<file path="src/rtl/ml_frame_sequencer.sv">
// Frame-level scheduler: grants one frame readout at a time, starts the CNN,
// collects the class scores, and publishes a registered signed argmax with a stability filter and a watchdog.
module ml_frame_sequencer #(
    parameter int              N_CLASS    = 4,
    parameter int              CLS_W      = 2,
    parameter int              RES_W      = 16,
    parameter int              STABLE_MIN = 2,
    parameter int              TO_W       = 24,
    parameter logic [TO_W-1:0] TIMEOUT    = 24'd4000000
) (
    input  logic             clk,
    input  logic             resetn,
    input  logic             i_load_done,
    input  logic             i_ml_rdy,
    input  logic             i_pause,
    output logic             o_rd_req,
    input  logic             i_rd_done,
    output logic             o_start,
    input  logic             i_result_en,
    input  logic [RES_W-1:0] i_result,
    output logic [CLS_W-1:0] o_class,
    output logic             o_class_vld,
    output logic [CLS_W-1:0] o_class_stable,
    output logic [3:0]       o_stable_cnt,
    output logic             o_busy,
    output logic             o_timeout,
    output logic             o_err,
    output logic [15:0]      o_frame_cnt
);

    typedef enum logic [2:0] {
        S_IDLE,
        S_REQ,
        S_START,
        S_COLLECT,
        S_DECIDE
    } state_t;

    localparam logic [TO_W-1:0]  WD_LAST  = TIMEOUT - 1'b1;
    localparam logic [CLS_W-1:0] IDX_LAST = CLS_W'(N_CLASS - 1);

    state_t                  state, state_nxt;
    logic [TO_W-1:0]         wd_cnt;
    logic [CLS_W-1:0]        idx;
    logic signed [RES_W-1:0] res_mem [N_CLASS];
    logic [CLS_W-1:0]        argmax_c, argmax_q;
    logic signed [RES_W-1:0] best_val;
    logic                    decide_pend;
    logic                    wd_expire, last_word, timeout_hit;
    logic [3:0]              cnt_nxt;

    assign wd_expire = (wd_cnt == WD_LAST);
    assign last_word = i_result_en && (idx == IDX_LAST);
    assign o_busy    = (state != S_IDLE);

    always_ff @(posedge clk) begin
        if (!resetn) state <= S_IDLE;
        else         state <= state_nxt;
    end

    // NOTE: every signal written here gets a default first, so no path can infer a latch.
    always_comb begin
        state_nxt   = state;
        timeout_hit = 1'b0;
        case (state)
            S_IDLE:    if (i_load_done && i_ml_rdy && !i_pause) state_nxt = S_REQ;
            S_REQ: begin
                if (i_rd_done) state_nxt = S_START;
                else if (wd_expire) begin
                    state_nxt   = S_IDLE;
                    timeout_hit = 1'b1;
                end
            end
            S_START: begin
                if (wd_expire) begin
                    state_nxt   = S_IDLE;
                    timeout_hit = 1'b1;
                end else begin
                    state_nxt = S_COLLECT;
                end
            end
            S_COLLECT: begin
                if (last_word) state_nxt = S_DECIDE;
                else if (wd_expire) begin
                    state_nxt   = S_IDLE;
                    timeout_hit = 1'b1;
                end
            end
            S_DECIDE:  state_nxt = S_IDLE;
            default:   state_nxt = S_IDLE;
        endcase
    end

    // Signed argmax; strict greater-than keeps the lowest index on ties.
    always_comb begin
        argmax_c = '0;
        best_val = res_mem[0];
        for (int i = 1; i < N_CLASS; i++) begin
            if (res_mem[i] > best_val) begin
                best_val = res_mem[i];
                argmax_c = CLS_W'(i);
            end
        end
    end

    always_comb begin
        cnt_nxt = 4'd0;
        if (argmax_q == o_class && o_frame_cnt != 16'd0)
            cnt_nxt = (o_stable_cnt == 4'd15) ? 4'd15 : o_stable_cnt + 4'd1;
    end

    // NOTE: sequential state uses non-blocking assignments so every register samples pre-edge values.
    always_ff @(posedge clk) begin
        if (!resetn) begin
            o_rd_req       <= 1'b0;
            o_start        <= 1'b0;
            o_timeout      <= 1'b0;
            o_err          <= 1'b0;
            o_class        <= '0;
            o_class_vld    <= 1'b0;
            o_class_stable <= '0;
            o_stable_cnt   <= 4'd0;
            o_frame_cnt    <= 16'd0;
            wd_cnt         <= '0;
            idx            <= '0;
            argmax_q       <= '0;
            decide_pend    <= 1'b0;
            // NOTE: the score store is small and must read as zero after reset, so it is cleared too.
            for (int i = 0; i < N_CLASS; i++) res_mem[i] <= '0;
        end else begin
            o_rd_req    <= (state_nxt == S_REQ);
            o_start     <= (state_nxt == S_START);
            o_timeout   <= timeout_hit;
            if (timeout_hit) o_err <= 1'b1;

            if (state_nxt == S_REQ && state != S_REQ)
                wd_cnt <= '0;
            else if (state == S_REQ || state == S_START || state == S_COLLECT)
                wd_cnt <= wd_cnt + 1'b1;

            if (state == S_START) idx <= '0;
            if (state == S_COLLECT && i_result_en) begin
                res_mem[idx] <= i_result;
                idx          <= idx + 1'b1;
            end

            decide_pend <= (state == S_DECIDE);
            if (state == S_DECIDE) argmax_q <= argmax_c;

            o_class_vld <= decide_pend;
            if (decide_pend) begin
                o_class      <= argmax_q;
                o_stable_cnt <= cnt_nxt;
                o_frame_cnt  <= o_frame_cnt + 16'd1;
                if (cnt_nxt == 4'(STABLE_MIN)) o_class_stable <= argmax_q;
            end
        end
    end

endmodule

</file>
<file path="config.mk">
export PLATFORM = sky130hd
export DESIGN_NAME = ml_frame_sequencer
export DESIGN_NICKNAME = d
export VERILOG_FILES = /design/src/rtl/ml_frame_sequencer.sv
export SDC_FILE = /design/constraint.sdc
export NUM_CORES = 1
export LEC_CHECK = 0
export CELL_PAD_IN_SITES_DETAIL_PLACEMENT = 0
export CELL_PAD_IN_SITES_GLOBAL_PLACEMENT = 1
export CORE_AREA = 2 2 142 144
export DETAILED_ROUTE_END_ITERATION = 8
export DIE_AREA = 0 0 144 146
export PLACE_DENSITY_LB_ADDON = 0.1
export SYNTH_ARGS = -nofsm -noshare
export SYNTH_HDL_FRONTEND = slang
export SYNTH_SLANG_ARGS = --single-unit
</file>
<file path="constraint.sdc">
create_clock -name clk -period 5.2 [get_ports clk]
set_input_delay 1.04 -clock clk [delete_from_list [all_inputs] [get_ports clk]]
set_output_delay 1.04 -clock clk [all_outputs]
set_load 0.02 [all_outputs]
</file>
Word-level counts from Yosys, hierarchy flattened --
Memory sizes are Yosys's and may differ from the RTL's. Index checks and enable logic that the tools add are counted.
Word-level totals: word-level logic and storage cells 77, memories kept 1, memory bits (writable) 64, input bits 23, bits in registers 61
Memory list:
- res_mem | words 4, bits a word 16, read ports 4, clocked after Yosys merged registers in 0, wr ports 4, line 45 | logic signed [RES_W-1:0] res_mem [N_CLASS];
Operators by class: bitwise operators 1, reductions and logical operators 16, order comparisons 3, multiplexer cells 26, eq/ne operators 12, $add $sub $neg 4
Operator list (number):
- $gt A16 B16 Y1 | 3
- $mux W16 | 3
- $add A24 B1 Y24 const B | 1
- $eq A24 B22 Y1 const B | 1
- $add A16 B1 Y16 const B | 1
- $reduce_bool A16 Y1 | 1
- $reduce_or A16 Y1 | 1
- $mux W2 | 6
- $mux W3 | 4
- $pmux W3 S4 | 1
- $eq A3 B2 Y1 const B | 3
- $mux W1 | 9
- $mux W4 | 2
- $eq A3 B1 Y1 const B | 2
- $logic_and A1 B1 Y1 | 6
- $add A4 B1 Y4 const B | 1
- $eq A4 B2 Y1 const B | 1
- $eq A4 B4 Y1 const B | 1
- $eq A3 B3 Y1 const B | 1
- $logic_not A3 Y1 | 1
- $ne A3 B1 Y1 const B | 1
- $pmux W1 S3 | 1
- $reduce_bool A3 Y1 | 1
- $add A2 B1 Y2 const B | 1
- 8 further kinds | 9

Logic depth before layout (Yosys ltp) --
Gate-level depths: netlist (run 1).
depth in word-level cells 7, mapped depth 27, mapped depth without buffers 24

Least setup slack after synthesis (run 1) --
OpenSTA, ideal clock, no wires.
path type reg2reg, from memory res_mem[1][15], to register argmax_q[1], data required time 5062 ps, clock period less this slack 5221 ps, arrival 5083 ps, stages on the path, launching flop included 25, setup slack -21 ps, setup time 138 ps, path through edfxtp_1 -> ha_1 -> nand4_2 -> or4_4 -> a21oi_2 -> nor4b_2 -> nor2_8 -> buf_12 -> mux2i_2 -> ha_1 -> a21o_1 -> nand3_1 -> a21oi_1 -> o21bai_1 -> and4_1 -> a211o_1 -> buf_2 -> clkbuf_1 -> mux2_2 -> ha_1 -> a21o_1 -> a211oi_1 -> o21ai_0 -> o21ai_0 -> a21oi_1
RTL lines:
- start, declared | line 45
- end signal, assigned | line 148 | if (state == S_DECIDE) argmax_q <= argmax_c;
- end, declared | line 46 | logic [CLS_W-1:0] argmax_c, argmax_q;

==> metrics.md, run 1 <==
| Metric | Value |
|---|---|
| Status | finished clean |
| Main synth FF type | edfxtp_1 |
| Tcrit/Tclk final | 0.987 |
| # hold bufs at CTS | 0 |
| Post-layout total power | between 2 and 2.5 mW |
| Leakage power total | 3.42 nW |
| Seq/Total Area, Yosys | 0.467 |
| CTS Buf Count | 17 |
| Non-filler cells, final | around 1000 |
| CTS tree | yes |
| Hold Fails Final Rpt | 0 |
| Clk sink count | 125 |
| Switching Fraction | 0.241 |
| Synth cell types | 55 |
| Final instance area | around 8500 µm² |
| Commonest non-fill, non-tap cell in the layout | and2_1 |
| First-pass GRT wire length | 26400 µm |
| Drt total wl | 16200 µm |
| GP Congestion | 0.818 |
| Layout Nets | ~800 |
| Total placed cells including tap cells | 961 |
| Routed length per instance | between 15 and 20 µm |
| Min Clock Period, post-route | just over 5000 ps |
| Max transition margin | 0.388 |
| HP Class | register to register |
| Die width | 144 µm |
| Antenna Nets Post-Route | 0 |
| Hold slack final | ~450 ps |
| Max VDD drop | 0.233 mV |
| DR pass1 iterations | 6 |
| Synth Area per Inst | 10.5 µm² |
| Residual DRC count | 0 |
| # Max-Cap Violations | 0 |
| Largest net degree at the start of global routing | 58 |
| # diodes | 0 |
| Pre-CTS setup slack | -187 ps |
| Synthesized area | 6740 µm² |
| Initial antenna violation count | 0 |
| FMAX | approximately 200 MHz |
| Initial DRC count | between 150 and 200 |
| Vias per cell | 4.85 |
| Slew Viols, Final | 0 |
| FILL cells | about 1800 |
| Number of global-route vias before repair | around 5000 |
| Clk root buf | clkbuf_16 |
| Row Count | 51 |
| IO Pins | between 50 and 60 |
| RSZ-0062 raised after global routing | yes |
| Crit. End Element | register |
| Layout Area Growth over Synthesis | 25.9% |
| Worst EP arrival | 5420 ps |
| H-Tree Depth | 4 |
| Longest Clk Path Bufs | 2 |
| CP Launch Type | register |
| Share of cells above drive strength 1 | 0.150 |
| Worst-path maximum fanout | 8 |
| Asr flop ratio synth | 0 |
| I/O Buffers | 52 |
| Sequential share of power | 0.428 |
| Setup TNS | 0 ps |
| Post-DP HPWL | 11300 µm |
| Clk pwr share | 0.463 |
| Gr ovfl total | 0 |
| Worst EP required | between 5000 and 6000 ps |
| Power Density | 294 nW/µm² |
| Synth warnings | 0 |
| Cells after Synth | 642 |
| Clk_skew | approximately 6.5 ps |
| Fin util | 0.439 |
| #FFs+latches synth | roughly 130 |
| WS Path Type | register to register |
| Least-Margin Pin Slew | 919 ps |
| Die H | approximately 150 µm |
| Initial Utilization | 0.348 |
| DR vias | 4849 |
| Die ar. | 21000 µm² |
| Logic pwr share | 0.109 |
| GRT Total Usage | 0.164 |
| Worst-Skew Late Latency | 410 ps |
| P_int | 1.89 mW |
| Post-synth EDFFs | 64 |
| Most frequent cells in the layout | and2_1 (66), edfxtp_1 (64), dfxtp_1 (61), clkdlybuf4s50_1 (52), ha_1 (46) |
| Core Region | 19300 µm² |
| Slack of the critical path | 67.0 ps |
| Switch Pwr | 0.601 mW |
| Dpl cell area | a little under 8000 µm² |
| Count of final setup violators | 0 |
| Post-Syn Nets | 718 |
| Reg clk slew, reported paths | 60 ps |
## area by class of cell
| type | count | area (µm²) | share of cell area |
|---|---|---|---|
| clock buffer | 17 | 425 | 0.0501 |
| timing repair buffer | 81 | 781 | 0.0920 |
| inverter | 41 | 154 | 0.0181 |
| clock inverter | 15 | 141 | 0.0167 |
| sequential | 125 | 3140 | 0.370 |
| multi-input combinational | 455 | 3510 | 0.414 |
| tap | 265 | 332 | 0.0391 |
## per-layer routing
metal / global-route usage / vias to the layer above / part of all wire
met4: 0.0554 / 0 / 0.012
li1: - / 2433 / -
met3: 0.0428 / 15 / 0.033
met1: 0.204 / 2334 / 0.45
met5: 0 / - / 0
met2: 0.274 / 67 / 0.50
## power by group through the flow
stage | clock, mW | sequential (mW) | combinational [mW]
after floorplan | 0 | 1.08 | 0.156
after global placement | 0 | 1.09 | 0.244
after detailed placement | 0 | 1.09 | 0.247
after CTS | 1.18 | 1.07 | 0.267
after global routing | 1.23 | 1.07 | 0.300
final | 1.16 | 1.07 | 0.271
## synthesized netlist by cell type (all sizes together) (2+ instances only)
cell type	count	area share
a211oi	2	0.0022
a21boi	2	0.0022
a21o	8	0.0089
a21oi	25	0.019
and2	66	0.061
and3	26	0.024
and4	6	0.0078
buf	3	0.0043
clkbuf	18	0.010
dfxtp	61	0.18
edfxtp	64	0.29
ha	53	0.098
inv	41	0.023
mux2	17	0.033
mux2i	22	0.037
nand2	31	0.018
nand2b	7	0.0065
nand3	22	0.016
nand4	19	0.019
nor2	42	0.026
nor2b	10	0.0093
nor3	7	0.0059
nor3b	3	0.0033
nor4	5	0.0046
nor4b	2	0.0035
o211ai	5	0.0056
o21ai	19	0.014
or3	4	0.0037
xnor2	19	0.025
xor2	19	0.025
## state kept, by name, indices dropped and copies added, names as in the netlist
name and cells:
o_class_vld 1, state 3, o_class 2, o_start 1, idx 2, o_stable_cnt 4, o_frame_cnt 16, argmax_q 2
o_class_stable 2, decide_pend 1, o_rd_req 1, o_timeout 1, res_mem 64, wd_cnt 24, o_err 1
## repair_timing
action | 4_1_cts | 5_1_grt
setup endpoints to repair | 2 | 2
pin swaps | 23 | 12
gates cloned | 1 | 0
gates resized for setup | 24 | 7
setup buffers | 0 | 5
## path summary, 6_finish.rpt
check	cells after the start	slack [ps]	start	end
worst min register to register	1	450	o_err$_SDFFE_PN0P_	o_err$_SDFFE_PN0P_
worst min-delay path	1	450	o_err$_SDFFE_PN0P_	o_err$_SDFFE_PN0P_
worst max register to register	23	70	res_mem[1][14]$_SDFFCE_PN0P_	argmax_q[0]$_SDFFE_PN0P_
worst max-delay path	23	70	res_mem[1][14]$_SDFFCE_PN0P_	argmax_q[0]$_SDFFE_PN0P_
## cells by family (layout without fill, tap and decap cells)
logic type	Yosys count	after routing	share of synthesized area
and+or+nand+nor	255	255	0.216
muxes	39	39	0.0695
AOI/OAI and AO/OA	70	70	0.0632
DFF	125	125	0.467
xor gates and xnor gates	38	38	0.0494
adders and majority gates	53	53	0.0984
buffers and inverters	62	154	0.0371
## worst max-delay path, cell delays in order (launching register included)
cell and delay [ps]:
edfxtp_1 410, ha_1 340, nand4_2 140, or4_4 580
o21ai_2 130, o21a_2 200, nor2_8 60, buf_12 160
mux2i_2 150, ha_1 310, nand4_1 170, nor3_2 260
a21oi_1 100, and4_1 170, a211o_1 290, buf_6 180
mux2_4 300, ha_1 290, and4_4 250, nand2_2 70
nor2_2 110, o21ai_1 60, o21ai_1 140, o22ai_1 110
Note: power is estimated with default switching activity, not from simulation.
==> run 2, diff against run 1 <==
CELL_PAD_IN_SITES_DETAIL_PLACEMENT = not set   (was 0)
CELL_PAD_IN_SITES_GLOBAL_PLACEMENT = not set   (was 1)
PLACE_DENSITY_LB_ADDON = not set   (was 0.1)
==> metrics.md, run 2 (same netlist as run 1, synthesis figures left out) <==
| Metric | Value |
|---|---|
| Worst EP arrival | 5440 ps |
| GP Congestion | 0.864 |
| First-pass GRT wire length | 25900 µm |
| Setup TNS | 0 ps |
| IO Pins | 53 |
| Row Count | 51 |
| Worst EP required | 5500 ps |
| Die ar. | approximately 21000 µm² |
| Largest net degree at the start of global routing | 58 |
| Drt total wl | 16100 µm |
| Clk root buf | clkbuf_16 |
| I/O Buffers | 52 |
| Clk sink count | 125 |
| Post-layout total power | 2.63 mW |
| FMAX | between 150 and 200 MHz |
| Max transition margin | 0.300 |
| Hold Fails Final Rpt | 0 |
| Hold slack final | 465 ps |
| Die H | between 100 and 150 µm |
| R2r endpoint | argmax_q[0]$_SDFFE_PN0P_ |
| Die width | roughly 140 µm |
| Worst-path maximum fanout | 7 |
| Core Region | 19300 µm² |
| Dpl cell area | roughly 7600 µm² |
| HP Class | register to register |
| Power Density | approximately 310 nW/µm² |
| Total placed cells including tap cells | 955 |
| Initial DRC count | between 200 and 300 |
| Commonest non-fill, non-tap cell in the layout | and2_1 |
| Min Clock Period, post-route | slightly above 5000 ps |
| Worst-Skew Late Latency | between 400 and 500 ps |
| Max VDD drop | 0.235 mV |
| R2R depth | 23 |
| Grt met1 use | 0.190 |
| RSZ-0062 raised after global routing | yes |
| Tcrit/Tclk final | 0.987 |
| Met3 Use GR | 0.0451 |
| Top reg by flops | res_mem |
| Initial antenna violation count | 0 |
| R2r setup slk | 70 ps |
| Share of cells above drive strength 1 | 0.154 |
| WS Path Type | register to register |
| Post-DP HPWL | 11200 µm |
| Largest register FFs | 64 |
| Most frequent cells in the layout | and2_1 (66), edfxtp_1 (64), dfxtp_1 (61), clkdlybuf4s50_1 (52), ha_1 (42) |
| Gr ovfl total | 0 |
| Longest Clk Path Bufs | 2 |
| DR pass1 iterations | 4 |
| Leakage power total | 3.44 nW |
| Hold Crit Depth | 1 |
| Antenna Nets Post-Route | 0 |
| Crit. End Element | register |
| Initial Utilization | 0.348 |
| Fin util | 0.446 |
| Non-filler cells, final | 999 |
| R2R Path Start | res_mem[1][14]$_SDFFCE_PN0P_ |
| Clk_skew | roughly 6.6 ps |
| GR peak layer | met2 |
| FILL cells | 1821 |
| # Max-Cap Violations | 0 |
| Least-Margin Pin Slew | approximately 1000 ps |
| Number of global-route vias before repair | about 5200 |
| Pre-CTS setup slack | -288 ps |
| # diodes | 0 |
| H-Tree Depth | 4 |
| Regs by FF count | res_mem (64), wd_cnt (24), o_frame_cnt (16) |
| Count of final setup violators | 0 |
| Final instance area | 8620 µm² |
| Reg clk slew, reported paths | 60 ps |
| Slew Viols, Final | 0 |
| Worst Setup EP | argmax_q[0]$_SDFFE_PN0P_ |
| Origin of the worst setup path | res_mem[1][14]$_SDFFCE_PN0P_ |
| Slack of the critical path | 67.5 ps |
| M2 GR Usage | 0.274 |
| GRT Total Usage | 0.160 |
| Vias per cell | 4.94 |
| Routed length per instance | 16.1 µm |
| Residual DRC count | 0 |
| Layout Nets | 797 |
| CP Launch Type | register |
| DR vias | 4934 |
| CTS Buf Count | 17 |
| CTS tree | yes |
| Status | finished clean |
| Layout Area Growth over Synthesis | 27.9% |
[run 2: changes by cell type in the layout (fill, tap and decap cells not counted), moves of 2 or more]
cell and delta:
ha_4 +4, buf_12 -2, inv_4 -4, ha_1 -4, bufinv_16 +2, buf_6 +2
[run 2: final cells by class]
cell class              instances  area, µm²  area share
flip-flops and latches        125       3140       0.365
multi-input cells             455       3580       0.415
clock inverters                14        189      0.0219
repair buffers                 81        773      0.0897
inverters                      41        154      0.0179
well taps                     265        332      0.0385
clock buffers                  18        450      0.0523
[run 2: worst min-delay path by stage]
stage / endpoint / slack [ps] / from
2_1_floorplan: wd_cnt[5]$_SDFFE_PP0P_ / 460 / wd_cnt[5]$_SDFFE_PP0P_
3_3_place_gp: o_err$_SDFFE_PN0P_ / 440 / o_err$_SDFFE_PN0P_
3_5_place_dp: o_err$_SDFFE_PN0P_ / 450 / o_err$_SDFFE_PN0P_
4_1_cts: o_err$_SDFFE_PN0P_ / 470 / o_err$_SDFFE_PN0P_
5_1_grt: o_err$_SDFFE_PN0P_ / 510 / o_err$_SDFFE_PN0P_
6_report: o_err$_SDFFE_PN0P_ / 470 / o_err$_SDFFE_PN0P_
[run 2: routing by layer]
layer / vias up / share of wire
met5: - / 0
met4: 0 / 0.015
li1: 2429 / -
met3: 18 / 0.045
met2: 83 / 0.51
met1: 2404 / 0.43
[run 2: critical path, stage by stage, from the launching register on]
cell and delay, ps:
edfxtp_1 440, ha_4 310, nand4_4 110, or4_4 570
o21ai_2 140, o21a_2 210, nor2_8 60, buf_12 160
mux2i_4 200, ha_4 280, nand4_1 140, nor3_2 240
a21oi_1 110, and4_1 180, a211o_4 310, buf_6 160
mux2_4 300, ha_1 300, and4_4 240, nand2_1 90
nor2_2 120, o21ai_1 60, o21ai_1 160, o22ai_1 110
[run 2: what timing repair did]
action                                  CTS  global route
pin swaps                                13            22
endpoints found under the setup margin    2             2
resized for setup                        16            23
buffers inserted                          5             7
hold buffers                              0             0
cloned                                    0             0
[run 2: power breakdown]
group / internal (mW) / leakage (nW) / total, mW / switching, mW
sequential: 1.05 / 1.15 / 1.07 / 0.0156
combinational: 0.142 / 1.98 / 0.277 / 0.135
clock: 0.830 / 0.309 / 1.28 / 0.455
total: 2.03 / 3.44 / 2.63 / 0.605
==> run 3, diff against run 2 <==
DONT_BUFFER_PORTS = 1   (was not set)
==> metrics.md, run 3 (same netlist as run 1, synthesis figures left out) <==
| Metric | Value |
|---|---|
| Fin util | 0.412 |
| RSZ-0062 raised after global routing | yes |
| First-pass GRT wire length | ~24000 µm |
| R2R Path Start | res_mem[1][11]$_SDFFCE_PN0P_ |
| Worst Setup EP | argmax_q[0]$_SDFFE_PN0P_ |
| Initial Utilization | 0.348 |
| Least-Margin Pin Slew | roughly 1100 ps |
| Die width | between 100 and 150 µm |
| FILL cells | about 1800 |
| Status | finished clean |
| Count of final setup violators | 0 |
| I/O Buffers | 0 |
| Worst EP required | 5490 ps |
| Origin of the worst setup path | res_mem[1][11]$_SDFFCE_PN0P_ |
| FMAX | 193 MHz |
| WS Path Type | register to register |
| Largest net degree at the start of global routing | between 50 and 60 |
| Worst EP arrival | approximately 5500 ps |
| Clk sink count | between 100 and 150 |
| Die H | 146 µm |
| Top reg by flops | res_mem |
| # Max-Cap Violations | 0 |
| Worst-path maximum fanout | 8 |
| GRT Total Usage | 0.148 |
| Gr ovfl total | 0 |
| Most frequent cells in the layout | and2_1 (66), edfxtp_1 (64), dfxtp_1 (61), ha_1 (42) |
| Crit. End Element | register |
| HP Class | register to register |
| Drt total wl | ~15000 µm |
| Met2 routed WL | roughly 7500 µm |
| M1 WL | 6950 µm |
| Initial antenna violation count | 0 |
| CP Launch Type | register |
| Max transition margin | 0.281 |
| Top Layer Used | met4 |
| Hold Fails Final Rpt | 0 |
| Vias per cell | 5.09 |
| Core Region | 19300 µm² |
| Min Clock Period, post-route | 5180 ps |
| Post-DP HPWL | 10500 µm |
| Layout Area Growth over Synthesis | 18.2% |
| Hold path start | wd_cnt[5]$_SDFFE_PP0P_ |
| Share of cells above drive strength 1 | 0.160 |
| R2r endpoint | argmax_q[0]$_SDFFE_PN0P_ |
| R2r setup slk | about 19 ps |
| Max VDD drop | around 0.2 mV |
| GP Congestion | 0.847 |
| H-Tree Depth | 4 |
| Row Count | 51 |
| Regs by FF count | res_mem (64), wd_cnt (24), o_frame_cnt (16) |
| CTS Buf Count | 17 |
| DR pass1 iterations | 5 |
| # diodes | 0 |
| Clk_skew | 10.7 ps |
| Initial DRC count | between 300 and 400 |
| Leakage power total | approximately 3.2 nW |
| Routed length per instance | 16.4 µm |
| Number of global-route vias before repair | 4768 |
| Slew Viols, Final | 0 |
| Metal3 WL | 643 µm |
| Residual DRC count | 0 |
| # hold bufs at CTS | 0 |
| Commonest non-fill, non-tap cell in the layout | and2_1 |
| Pre-CTS setup slack | -192 ps |
| Antenna Nets Post-Route | 0 |
| Worst-Skew Late Latency | 420 ps |
| Longest Clk Path Bufs | 2 |
| Layout Nets | 737 |
| Post-layout total power | 2.42 mW |
| Slack of the critical path | 18.9 ps |
| DR vias | 4773 |
| Reg clk slew, reported paths | around 50 ps |
| CTS tree | yes |
| IO Pins | 53 |
| Clk root buf | clkbuf_16 |
| Power Density | 304 nW/µm² |
| R2R depth | 23 |
| Tcrit/Tclk final | 0.996 |
| Largest register FFs | 64 |
| Die ar. | 21000 µm² |
-- run 3: worst min-delay path by stage --
stage | endpoint | slack (ps) | cells past startpoint
2_1_floorplan | wd_cnt[5]$_SDFFE_PP0P_ | 460 | 2
3_3_place_gp | wd_cnt[5]$_SDFFE_PP0P_ | 470 | 2
3_5_place_dp | wd_cnt[5]$_SDFFE_PP0P_ | 490 | 2
4_1_cts | wd_cnt[5]$_SDFFE_PP0P_ | 500 | 2
5_1_grt | wd_cnt[5]$_SDFFE_PP0P_ | 530 | 2
6_report | wd_cnt[5]$_SDFFE_PP0P_ | 510 | 2
-- run 3: cell type report --
class                      count  area [µm²]  area share
tap                          265         332      0.0416
multi-input combinational    455        3550       0.446
clock buffer                  25         527      0.0661
sequential                   125        3140       0.395
timing repair buffer          21         225      0.0283
inverter                      41         154      0.0193
clock inverter                 6        31.3     0.00393
-- run 3: critical path, stage by stage (launching register included) --
cell       delay (ps)
edfxtp_1          440
ha_4              320
nand4_1           130
or4_4             560
o21ai_2           130
o21a_2            210
nor2_8             60
clkbuf_16         200
mux2i_4           190
ha_1              300
nand4_1           120
nor3_2            240
a21oi_2            90
and4_1            180
a211o_4           390
buf_12            170
mux2_4            310
ha_4              270
and4_4            250
nand2_2            50
nor2_1             90
o21ai_1            60
o21ai_1           160
o22ai_1           120
-- run 3: through the flow --
| step | area [µm²] | setup TNS (ps) | hold WS [ps] | cells |
|---|---|---|---|---|
| 6_report | 7960 | 0 | 505 | 938 |
| 5_1_grt | 7960 | -371 | 526 | 938 |
| 4_1_cts | 7660 | 0 | 501 | 929 |
| 3_5_place_dp | 7080 | -380 | 491 | 898 |
| 3_3_place_gp | 7080 | -141 | 469 | 898 |
| 2_1_floorplan | 6740 | 0 | 458 | 642 |
-- run 3: per-layer routing --
layer,track usage,vias to the layer above
met4,0.0593,0
met1,0.186,2339
met2,0.238,99
li1,-,2311
met5,0,-
met3,0.0408,24
-- run 3: where the power goes --
part	switching, mW	internal, mW	total (mW)
clock	0.412	0.694	1.11
combinational	0.121	0.123	0.244
sequential	0.0161	1.06	1.07
-- run 3: what timing repair did --
item | CTS | global route
setup endpoints to repair | 2 | 2
cloned | 0 | 2
resized for setup | 6 | 30
pin swaps | 1 | 19
buffers inserted | 0 | 7
